**src/rtl/fibo_datapath.sv**
```systemverilog
// Fibonacci datapath: 4-entry register file, single ALU, zero/overflow flags
// and a DONE edge detector that captures the result register with a valid strobe.
package fibo_pkg;
  typedef enum logic [2:0] {
    OP_PASS = 3'b000,
    OP_ADD  = 3'b001,
    OP_SUB  = 3'b010,
    OP_DEC  = 3'b011,
    OP_INC  = 3'b100,
    OP_AND  = 3'b101,
    OP_OR   = 3'b110,
    OP_ZERO = 3'b111
  } alu_op_e;

  typedef enum logic {
    CAP_IDLE = 1'b0,
    CAP_HELD = 1'b1
  } cap_state_e;
endpackage

module fibo_datapath
  import fibo_pkg::*;
#(
  parameter int         WIDTH       = 8,
  parameter logic [1:0] RESULT_ADDR = 2'd2
) (
  input  logic             clk,
  input  logic             rst_n,
  input  logic [2:0]       alu_opcode,
  input  logic [1:0]       rd_addr1,
  input  logic [1:0]       rd_addr2,
  input  logic [1:0]       wrt_addr,
  input  logic             wrt_en,
  input  logic             load_data,
  input  logic [WIDTH-1:0] data_in,
  input  logic             done,
  output logic             zero_flag,
  output logic             ovf_flag,
  output logic [WIDTH-1:0] fib_out,
  output logic             fib_valid
);

  localparam logic [WIDTH-1:0] ONE = WIDTH'(1);

  logic [WIDTH-1:0] regs [4];
  logic [WIDTH-1:0] op_a;
  logic [WIDTH-1:0] op_b;
  logic [WIDTH-1:0] alu_result;
  logic             alu_carry;
  logic [WIDTH-1:0] wr_data;
  alu_op_e          alu_op;

  cap_state_e cap_state;
  cap_state_e cap_state_nxt;
  logic       capture_en;

  // Combinational read ports; a same-cycle write is not forwarded, so a
  // read-during-write returns the old contents.
  assign op_a   = regs[rd_addr1];
  assign op_b   = regs[rd_addr2];
  assign alu_op = alu_op_e'(alu_opcode);

  // NOTE: every output of a combinational block gets a default first, so no
  // path through the case statement can leave a value unassigned (latch).
  always_comb begin
    alu_result = '0;
    alu_carry  = 1'b0;
    unique case (alu_op)
      OP_PASS: alu_result = op_a;
      OP_ADD:  {alu_carry, alu_result} = {1'b0, op_a} + {1'b0, op_b};
      OP_SUB:  alu_result = op_a - op_b;
      OP_DEC:  alu_result = op_a - ONE;
      OP_INC:  alu_result = op_a + ONE;
      OP_AND:  alu_result = op_a & op_b;
      OP_OR:   alu_result = op_a | op_b;
      OP_ZERO: alu_result = '0;
    endcase
  end

  assign wr_data = load_data ? data_in : alu_result;

  // NOTE: the register file is small and the FSM relies on known contents
  // after reset, so every entry is reset rather than left as plain memory.
  always_ff @(posedge clk or negedge rst_n) begin
    if (!rst_n) begin
      for (int i = 0; i < 4; i++) regs[i] <= '0;
    end else if (wrt_en) begin
      // NOTE: non-blocking assignment keeps the old value visible to every
      // reader clocked on this same edge (including the result capture).
      regs[wrt_addr] <= wr_data;
    end
  end

  // Zero flag resets low so the controller never sees a spurious loop exit.
  always_ff @(posedge clk or negedge rst_n) begin
    if (!rst_n) begin
      zero_flag <= 1'b0;
    end else if (wrt_en) begin
      zero_flag <= (wr_data == '0);
    end
  end

  // Overflow is sticky across a computation; a load marks a new one.
  always_ff @(posedge clk or negedge rst_n) begin
    if (!rst_n) begin
      ovf_flag <= 1'b0;
    end else if (wrt_en && load_data) begin
      ovf_flag <= 1'b0;
    end else if (wrt_en && (alu_op == OP_ADD) && alu_carry) begin
      ovf_flag <= 1'b1;
    end
  end

  // DONE edge detector: state register.
  always_ff @(posedge clk or negedge rst_n) begin
    if (!rst_n) begin
      cap_state <= CAP_IDLE;
    end else begin
      cap_state <= cap_state_nxt;
    end
  end

  // DONE edge detector: next-state logic.
  always_comb begin
    cap_state_nxt = cap_state;
    unique case (cap_state)
      CAP_IDLE: if (done)  cap_state_nxt = CAP_HELD;
      CAP_HELD: if (!done) cap_state_nxt = CAP_IDLE;
    endcase
  end

  // DONE edge detector: output decode.
  always_comb begin
    capture_en = 1'b0;
    unique case (cap_state)
      CAP_IDLE: capture_en = done;
      CAP_HELD: capture_en = 1'b0;
    endcase
  end

  always_ff @(posedge clk or negedge rst_n) begin
    if (!rst_n) begin
      fib_out   <= '0;
      fib_valid <= 1'b0;
    end else begin
      fib_valid <= capture_en;
      if (capture_en) fib_out <= regs[RESULT_ADDR];
    end
  end

endmodule

```
**config.mk**
```make
export PLATFORM = sky130hd
export DESIGN_NAME = fibo_datapath
export DESIGN_NICKNAME = d
export VERILOG_FILES = /design/src/rtl/fibo_datapath.sv
export SDC_FILE = /design/constraint.sdc
export NUM_CORES = 1
export LEC_CHECK = 0
export CAP_MARGIN = 25
export CORE_AREA = 2 2 77 79
export CTS_CLUSTER_DIAMETER = 120
export DETAILED_ROUTE_END_ITERATION = 8
export DIE_AREA = 0 0 79 81
export HOLD_SLACK_MARGIN = 0.03
export MAX_ROUTING_LAYER = met4
export PLACE_DENSITY = 0.84
export SLEW_MARGIN = 10
export SYNTH_ARGS = -nofsm -noshare
export SYNTH_HDL_FRONTEND = slang
export SYNTH_SLANG_ARGS = --single-unit
```
**constraint.sdc**
```tcl
create_clock -name clk -period 5.2 [get_ports clk]
set_input_delay 1.3 -clock clk [delete_from_list [all_inputs] [get_ports clk]]
set_output_delay 1.3 -clock clk [all_outputs]
set_load 0.02 [all_outputs]
```
### Word-level counts from Yosys, hierarchy flattened

Index checks and enable logic that the tools add are counted.

| storage, ports and cells | value |
|---|---|
| register bits after elaboration | 44 |

| cells by class | value |
|---|---|
| order comparisons | 4 |
| add/sub/neg operators | 4 |
| reductions and logical operators | 7 |
| bitwise logic cells | 6 |
| eq/ne operators | 7 |
| mux-type cells | 16 |

Operators with widths:

| operator | count |
|---|---|
| one-hot mux 8 bit (8 select lines) | 1 |
| 2-to-1 mux 8 bit | 6 |
| binary-select mux 8 bit (select 2 bit) | 2 |
| bitwise mux 32 bit | 1 |
| demux 8 bit (select 2 bit) | 1 |
| equality test 3 bit, second input constant | 4 |
| adder 8 x 8 -> 9 bit | 1 |
| >= comparator 3 bit, second input constant | 3 |
| NOT 2 -> 3 bit | 3 |
| adder 8 x 1 -> 8 bit, second input constant | 1 |
| AND 8 bit | 1 |
| zero test 8 bit | 1 |
| bitwise OR 8 bit | 1 |
| subtractor 8 x 1 -> 8 bit, second input constant | 1 |
| subtractor 8 bit | 1 |
| equality test 3 x 2 -> 1 bit, second input constant | 2 |
| logical AND 1 bit | 4 |
| 2-to-1 mux 1 bit | 4 |
| equality test 3 x 1 -> 1 bit, second input constant | 1 |
| zero test 3 bit | 1 |
| less-than comparator 3 x 1 -> 1 bit, second input constant | 1 |
| one-hot mux 1 bit (2 select lines) | 1 |
| nonzero test 2 bit | 1 |
| NOT 1 bit | 1 |

### Depth between registers and ports, before layout

Gate-level depths: netlist of run 1.

| logic depth | value |
|---|---|
| word-level depth | 9 |
| gate-level depth with buffers | 15 |

### Least setup slack after synthesis of run 1

OpenSTA, ideal clock, no wires.

| timing | value |
|---|---|
| path type | input to register |
| start point | input port rd_addr2[0] |
| end point | register zero_flag |
| slack | 725 ps |
| arrival | 4355 ps |
| library setup time | 120 ps |
| path buffers | 1 |
| stages | 14 |
| cell sequence | buf_6 mux4_1 inv_1 ha_1 inv_1 a21oi_1 fa_1 a21o_1 a21oi_1 xnor2_1 a211o_1 a21o_1 and4b_1 a41o_1 |

| on the way | value |
|---|---|
| cells in the longest elaborated chain, start to end | 8 |

RTL lines:

| element | line | RTL |
|---|---|---|
| start, declared | 31 | `input logic [1:0] rd_addr2,` |
| NOT 2 -> 3 bit (not written as such) * | 60 | `assign op_b = regs[rd_addr2];` |
| binary-select mux 8 bit (select 2 bit) * | 60 |  |
| 2-to-1 mux 8 bit (not written as such) * (2 in a row) | 60 |  |
| subtractor 8 bit (tied with other cells) | 71 | `OP_SUB: alu_result = op_a - op_b;` |
| one-hot mux 8 bit (8 select lines) * | 68 | `unique case (alu_op)` |
| 2-to-1 mux 8 bit * | 80 | `assign wr_data = load_data ? data_in : alu_result;` |
| zero test 8 bit * | 99 | `zero_flag <= (wr_data == '0);` |
| end signal, assigned | 99 |  |
| end, declared | 37 | `output logic zero_flag,` |

Every way passes the cells marked *; elsewhere a longest branch is shown, timed or not. The select of a mux whose other input is x is not followed.
A chain may end at the register's enable or synchronous reset.

### Worst setup path after layout of run 1

Ends and elaborated chain as after synthesis.

==> impl_metrics.tcl, run 1 <==
set metrics [dict create \
    final_common_cell "nand2_1" \
    p_clk_share_pct 12.1 \
    synth_compound_area_share_pct 18.7 \
    hold_violations 0 \
    synth_top_family_by_area "compound AO/OA/AOI/OAI gates" \
    tritoncts "built" \
    clkLatencyLatePin_ps 300 \
    cts_setup_buffers 0 \
    avgSynthCellArea_um2 9.10 \
    outcome "completed" \
    syn-num-nets 420 \
    relSlewSlack_pct 48.1 \
    synth_ff_type "dfrtp_1" \
    hp-class "reg -> reg" \
    vias 3014 \
    core_um2 5680 \
    path_buf_inv 3 \
    worst-setup-path-type "in -> reg" \
    seqPwrFrac_pct 30.4 \
    synthArstFlopShare_pct 100 \
    rsz0062_at_grt "false" \
    synthesis.area_um2 3390 \
    synth_fa_ha_area_share_pct 10.0 \
    synthSimpleGateAreaFrac_pct 15.6 \
    ant_nets 0 \
    gr-total-overflow 0 \
    p_comb_share_pct 57.4 \
    wirelength_um 8770 \
    dp_hpwl_um 6740 \
    ys_ff_latch 44 \
    ys_types 52 \
    nets 457 \
    cts_resized 0 \
    drtIter0Drc 289 \
    viasPerCell 6.23 \
    drv_slew 0 \
    fin_tns_setup_ps 0 \
    arrival_ps 5110 \
    place_congestion 0.981 \
    slowest_delay_ps 660 \
    grt_usage_pct 30.2 \
    p_int_mw 0.958 \
    critPathMaxFanout 5 \
    cp-end-kind "flop" \
    ys_seq_area_share_pct 32.5 \
    start_kind "primary input" \
    final_cell_mix "nand2_1, o21ai_0, dfrtp_1, clkdlybuf4s50_1, inv_1" \
    cp_slowest_cell "mux4_1" \
    ir_drop_v 0.000340 \
    drc 0 \
    hold_slack_ps 503 \
    cap_viol_max_count 0 \
    cp_cell_sequence "clkdlybuf4s50_1 -> mux4_1 -> inv_1 -> ha_1 -> inv_1 -> a21oi_1 -> fa_1 -> a21o_1 -> a21oi_1 -> xnor2_1 -> a211o_1 -> a21o_1 -> and4b_1 -> a41o_1" \
    hold_buffers 0 \
    synth-xor-area-share_pct 3.36 \
    syn2layout_area_growth_pct 16.2 \
    n_antenna_cell 0 \
    switchingPower_mw 0.701 \
    period_needed_ps 4920 \
    grt_max_degree 45 \
    ys_warn_count 0 \
    grt_pass1_vias 2982 \
    setup_violations 0 \
    firstDrtPassIters 8 \
    tightest_slew_ps 771 \
    cts_sinks 44 \
    wire_per_inst_um 18.1 \
    period_share_pct 94.7 \
    rows 28 \
    p_per_area_nw_per_um2 422 \
    fmax_mhz 203 \
    die_x_um 79 \
    dieHeight_um 81 \
    final.setup_skew_ps 6.52 \
    cts.clk_slew.worst_paths_ps 80 \
    synthCells 372 \
    synth_edf_count 0 \
    fp.dieArea_um2 6400 \
    numPortBuffers 32 \
    switching_share_pct 42.3 \
    cp.required_ps 5390 \
    clockBufferDepth 2 \
    power_leakage_nw 1.79 \
    floorplan.initialDensity_pct 59.7 \
    drive_above_1_share_pct 12.5 \
    synth_mux_area_share_pct 14.3 \
    cts-root-buf "clkbuf_8" \
    postLayoutCoreUtil_pct 69.4 \
    numCtsBuffers 5 \
    antenna_found_initial 0 \
    htreeDepth 2 \
    cpLargestDelayFamily "compound AO/OA/AOI/OAI gates" \
    grt_pass1_wl_um 14400 \
    pin_count 33 \
]
## layer usage
layer	vias to the layer above	global-route usage, %	part of all wire [%]
met4	0	12.9	2.9
met1	1426	36.7	41
met3	32	4.33	7.1
met5	-	-	0
met2	151	50.9	49
li1	1405	-	-
## sequential cells by signal (all words and copies together) (netlist names)
signal     cells
cap_state      1
fib_out        8
fib_valid      1
ovf_flag       1
regs          32
zero_flag      1
## metrics by stage
step,power (mW),setup WS [ps],cell area [um^2],cells
after floorplan,1.17,725,3390,372
after global placement,1.40,160,3830,476
after detailed placement,1.44,54.0,3830,476
after CTS,1.65,343,3910,483
after global routing,1.80,104,3940,484
final,1.66,277,3940,484
## final timing paths
path                                      startpoint                endpoint  slack (ps)  depth (start not counted)
worst max-delay path                     rd_addr2[0]   zero_flag$_DFFE_PN0P_         280                         14
worst min-delay path            regs[26]$_DFFE_PN0P_    regs[26]$_DFFE_PN0P_         500                          2
worst max register to register   regs[8]$_DFFE_PN0P_   zero_flag$_DFFE_PN0P_        1520                         13
worst min register to register  regs[26]$_DFFE_PN0P_    regs[26]$_DFFE_PN0P_         500                          2
max in group asynchronous                      rst_n    regs[20]$_DFFE_PN0P_        3730                          2
min in group asynchronous                      rst_n  fib_out[7]$_DFFE_PN0P_         980                          1
## power by group through the flow
stage	clock network (mW)	logic [mW]	registers (mW)
5_1_grt	0.223	1.06	0.515
3_5_place_dp	0	0.933	0.509
4_1_cts	0.207	0.939	0.503
2_1_floorplan	0	0.662	0.511
3_3_place_gp	0	0.898	0.500
6_report	0.201	0.953	0.505
## cells by family after synthesis
logic type | after synthesis
buf+inv | 45
simple gates | 112
xor+xnor | 13
fa+ha+maj | 26
mux | 26
flops | 44
compound gates | 106
## area by class of cell
cell class	instances	area, um^2
multi-input combinational	283	2100
tap	75	93.8
clock inverter	2	12.5
sequential	44	1100
clock buffer	5	68.8
inverter	26	97.6
timing repair buffer	49	463
fill	463	1740
## synth_stat cells (all sizes together), types with 2 or more instances
master,number,area (um^2)
o21bai,2,15.0
a22oi,2,15.0
fa,2,40.0
nand2,56,210
nand2b,8,50.1
nor3b,2,15.0
dfrtp,44,1100
xor2,6,52.6
nor3,6,30.0
mux4,16,375
o211ai,2,15.0
ha,24,300
and3,3,18.8
a21o,4,30.0
mux2i,2,20.0
xnor2,7,61.3
o31ai,2,15.0
a32oi,2,17.5
a21oi,23,115
buf,7,42.5
or2,2,12.5
nand3,6,30.0
a221oi,2,17.5
a211o,3,26.3
nor2b,4,25.0
inv,26,97.6
nor2,18,67.6
mux2,8,90.1
a31oi,3,25.0
a211oi,3,22.5
nand3b,2,15.0
clkbuf,12,46.3
o21ai,50,250
## worst reg2reg max path: stages (launching register included)
cell and delay, ps:
dfrtp_1 430, mux4_1 580, inv_1 140, ha_1 240
inv_1 50, a21oi_1 110, fa_1 500, a21o_1 190
a21oi_1 250, xnor2_1 130, a211o_1 300, a21o_1 200
and4b_1 220, a41o_1 230
Power figures use the tool's default switching activity.
==> run 2: changes to the inputs <==
SETUP_SLACK_MARGIN = 0.3   (was default)
==> impl_metrics.tcl, run 2 (synthesis gave the netlist of run 1 again) <==
set metrics [dict create \
    outcome "completed" \
    p_clk_share_pct 12.2 \
    switchingPower_mw 0.706 \
    cts_sinks 44 \
    n_fill_cell 464 \
    period_share_pct 88.6 \
    p_comb_share_pct 57.4 \
    pin_count 33 \
    wirelength_um 8790 \
    start_kind "primary input" \
    largest_reg_flops 32 \
    final_cell_mix "nand2_1, o21ai_0, dfrtp_1, clkdlybuf4s50_1, inv_1" \
    n_antenna_cell 0 \
    fmax_mhz 217 \
    fp.dieArea_um2 6400 \
    die_x_um 79 \
    crit_path_start "alu_opcode[2]" \
    cp.required_ps 5440 \
    numCtsBuffers 5 \
    syn2layout_area_growth_pct 16.1 \
    nets 457 \
    cts-root-buf "clkbuf_8" \
    grt_usage_pct 30.2 \
    cp-end-kind "flop" \
    critPathMaxFanout 9 \
    ir_drop_v 0.000339 \
    clkLatencyLatePin_ps 300 \
    reg_top3 "regs x32, fib_out x8" \
    p_per_area_nw_per_um2 423 \
    grt_pass1_wl_um 14400 \
    hold_violations 0 \
    dp_hpwl_um 6740 \
    cts_resized 0 \
    final_common_cell "nand2_1" \
    r2r_end "zero_flag$_DFFE_PN0P_" \
    crit_end "zero_flag$_DFFE_PN0P_" \
    grt_pass1_vias 2982 \
    tightest_slew_ps 779 \
    period_needed_ps 4610 \
    numPortBuffers 32 \
    rrSetupSlack_ps 1600 \
    firstDrtPassIters 6 \
    r2r_cells 14 \
    arrival_ps 4850 \
    wire_per_inst_um 18.2 \
    cts_setup_buffers 0 \
    worstReg2RegStart "regs[8]$_DFFE_PN0P_" \
    hold_slack_ps 502 \
    ant_nets 0 \
    vias 3021 \
    drtIter0Drc 264 \
    floorplan.initialDensity_pct 59.7 \
    fin_tns_setup_ps 0 \
    hold_buffers 0 \
    rsz0062_at_grt "false" \
    core_um2 5680 \
    worst-setup-path-type "in -> reg" \
    relSlewSlack_pct 47.5 \
    drv_slew 0 \
    dieHeight_um 81 \
    tritoncts "built" \
    switching_share_pct 42.4 \
    place_congestion 0.981 \
    top_register "regs" \
    final.setup_skew_ps 6.28 \
    rows 28 \
    cts.clk_slew.worst_paths_ps 80 \
    fin_cells 484 \
    cap_viol_max_count 0 \
    htreeDepth 2 \
    total_power_mw 1.66 \
    regArea_um2 1100 \
    viasPerCell 6.24 \
    hp-class "reg -> reg" \
    grt_max_degree 45 \
    p_int_mw 0.958 \
    multi_input_area_um2 2090 \
    clockBufferDepth 2 \
    gr-total-overflow 0 \
    drive_above_1_share_pct 13.0 \
    antenna_found_initial 0 \
    setup_violations 0 \
    power_leakage_nw 1.80 \
    dp.cells 476 \
    seqPwrFrac_pct 30.4 \
    drc 0 \
]
-- run 2: cell types whose count changed in the layout (fill, tap and decap cells not counted) --
cell / delta
mux4_1: -2
mux4_2: +2
clkdlybuf4s50_1: -2
dlymetal6s2s_1: +2
-- run 2: how the worst min path moves through the flow --
stage	startpoint	endpoint	slack (ps)	cells past startpoint
finish	regs[26]$_DFFE_PN0P_	regs[26]$_DFFE_PN0P_	500	2
detailed placement	regs[26]$_DFFE_PN0P_	regs[26]$_DFFE_PN0P_	490	2
floorplan	regs[0]$_DFFE_PN0P_	regs[0]$_DFFE_PN0P_	460	2
CTS	regs[26]$_DFFE_PN0P_	regs[26]$_DFFE_PN0P_	510	2
global placement	regs[30]$_DFFE_PN0P_	regs[30]$_DFFE_PN0P_	480	2
global route	fib_out[0]$_DFFE_PN0P_	fib_out[0]$_DFFE_PN0P_	540	1
-- run 2: layer usage --
layer | GRT usage [%] | part of all wire, %
met4 | 12.9 | 3.0
met1 | 36.7 | 41
met5 | - | 0
met3 | 4.33 | 6.6
met2 | 50.9 | 50
-- run 2: worst max-delay path, stage by stage --
cell             delay (ps)
clkdlybuf4s50_1         650
nor3b_1                 610
a21oi_1                 230
a21oi_1                 360
fa_1                    480
a221o_1                 320
a21oi_1                 110
a211o_1                 240
nand3_1                 100
and4b_1                 280
a41o_1                  160
-- run 2: area by class of cell --
class | instances | share of cell area, %
multi-input cells | 283 | 53.2
flip-flops and latches | 44 | 28.0
repair buffers | 49 | 11.9
inverters | 26 | 2.48
well taps | 75 | 2.39
clock buffers | 5 | 1.75
clock inverters | 2 | 0.318
-- run 2: power by group through the flow --
stage          logic (mW)  clock network (mW)  registers (mW)
4_1_cts             0.939               0.207           0.503
2_1_floorplan       0.662                   0           0.511
3_5_place_dp        0.933                   0           0.509
5_1_grt              1.06               0.223           0.517
6_report            0.955               0.203           0.506
3_3_place_gp        0.898                   0           0.500
-- run 2: stage by stage --
stage	utilization (%)	setup WS, ps	instance area [um^2]
final	69.3	593	3930
after global routing	69.3	408	3930
after floorplan	-	725	3390
after detailed placement	67.4	54.0	3830
after global placement	67.4	160	3830
after CTS	68.9	343	3910
==> run 3: changes to the inputs <==
PLACE_DENSITY = 0.83   (was 0.84)
==> impl_metrics.tcl, run 3 (synthesis gave the netlist of run 1 again) <==
set metrics [dict create \
    ir_drop_v 0.000327 \
    fmax_mhz 213 \
    drive_above_1_share_pct 13.3 \
    gr-total-overflow 0 \
    outcome "completed" \
    cts.clk_slew.worst_paths_ps 90 \
    min_delay_path_depth 2 \
    ant_nets 0 \
    wire_per_inst_um 17.9 \
    drtIter0Drc 206 \
    top_register "regs" \
    design_area_um2 3960 \
    clkLatencyLatePin_ps 300 \
    n_antenna_cell 0 \
    hold_violations 0 \
    clockBufferDepth 2 \
    period_needed_ps 4700 \
    grt_usage_pct 29.2 \
    cp.required_ps 5400 \
    tightest_slew_ps 770 \
    dp_hpwl_um 6730 \
    wirelength_um 8730 \
    reg_top3 "regs x32, fib_out x8" \
    die_x_um 79 \
    pin_count 33 \
    r2r_cells 13 \
    final_cell_mix "nand2_1, o21ai_0, dfrtp_1, clkdlybuf4s50_1, inv_1" \
    hp-class "reg -> reg" \
    drv_slew 0 \
    power_leakage_nw 1.81 \
    grt_max_degree 45 \
    setup_violations 0 \
    drc 0 \
    core_um2 5680 \
    antenna_found_initial 0 \
    p_per_area_nw_per_um2 426 \
    dieHeight_um 81 \
    cp-end-kind "flop" \
    numCtsBuffers 5 \
    arrival_ps 4900 \
    cap_viol_max_count 0 \
    hold_buffers 0 \
    fin_tns_setup_ps 0 \
    fp.dieArea_um2 6400 \
    vias 3003 \
    firstDrtPassIters 5 \
    start_kind "primary input" \
    place_congestion 0.901 \
    nets 459 \
    numPortBuffers 32 \
    post_dp_cell_area_um2 3830 \
    grt_pass1_vias 2960 \
    largest_reg_flops 32 \
    final_common_cell "nand2_1" \
    final.setup_skew_ps 9.51 \
    tritoncts "built" \
    cts_sinks 44 \
    critPathMaxFanout 6 \
    rows 28 \
    relSlewSlack_pct 48.1 \
    htreeDepth 2 \
    n_fill_cell 470 \
    syn2layout_area_growth_pct 16.9 \
    worst-setup-path-type "in -> reg" \
    viasPerCell 6.17 \
    period_share_pct 90.4 \
    cts-root-buf "clkbuf_8" \
    floorplan.initialDensity_pct 59.7 \
    grt_pass1_wl_um 14100 \
    rsz0062_at_grt "false" \
]
## run 3: critical path, stage by stage
cell,delay [ps]
clkdlybuf4s50_1,640
mux4_2,410
inv_1,130
ha_1,240
inv_1,60
a21oi_1,110
fa_1,490
a21o_1,190
a21oi_1,240
xnor2_1,130
a211o_1,300
a21o_1,200
and4b_1,220
a41o_1,240
## run 3: final cells by class
cell class,count,area [um^2],share of cell area (%)
clock buffer,6,82.6,2.09
clock inverter,2,15.0,0.379
inverter,26,97.6,2.47
multi-input combinational,283,2100,52.9
sequential,44,1100,27.8
tap,75,93.8,2.37
timing repair buffer,51,473,11.9
## run 3: per-stage QoR
stage          instances  utilization (%)  setup slack (ps)  power (mW)  hold WS, ps
5_1_grt              487             69.8               361        1.81          530
3_3_place_gp         476             67.4               154        1.40          475
2_1_floorplan        372                -               725        1.17          458
6_report             487             69.8               499        1.69          503
3_5_place_dp         476             67.4              14.2        1.44          489
4_1_cts              484             69.2               325        1.67          507
## run 3: final timing paths
kind	end	slack, ps	from
max	zero_flag$_DFFE_PN0P_	500	rd_addr2[1]
min	regs[3]$_DFFE_PN0P_	500	regs[3]$_DFFE_PN0P_
max reg2reg	zero_flag$_DFFE_PN0P_	1550	regs[9]$_DFFE_PN0P_
min reg2reg	regs[3]$_DFFE_PN0P_	500	regs[3]$_DFFE_PN0P_
max in group asynchronous	regs[26]$_DFFE_PN0P_	3890	rst_n
min in group asynchronous	regs[6]$_DFFE_PN0P_	850	rst_n
## run 3: per-layer routing
layer  up-vias  GRT usage, %  share of wire, %
li1       1407             -                 -
met1      1411          36.3                40
met2       157          49.0                50
met3        28          3.56               6.9
met4         0          11.7               3.0
met5         -             -                 0
## run 3: repair_timing
item / CTS / global route
endpoints found under the setup margin: 0 / 10
endpoints found under the hold margin: 0 / 0
resized for setup: 0 / 2
buffers inserted: 0 / 2
## run 3: where the power goes
group	total, mW	switching, mW	internal [mW]
sequential	0.507	0.0755	0.432
combinational	0.956	0.516	0.440
clock	0.224	0.117	0.107
total	1.69	0.709	0.979
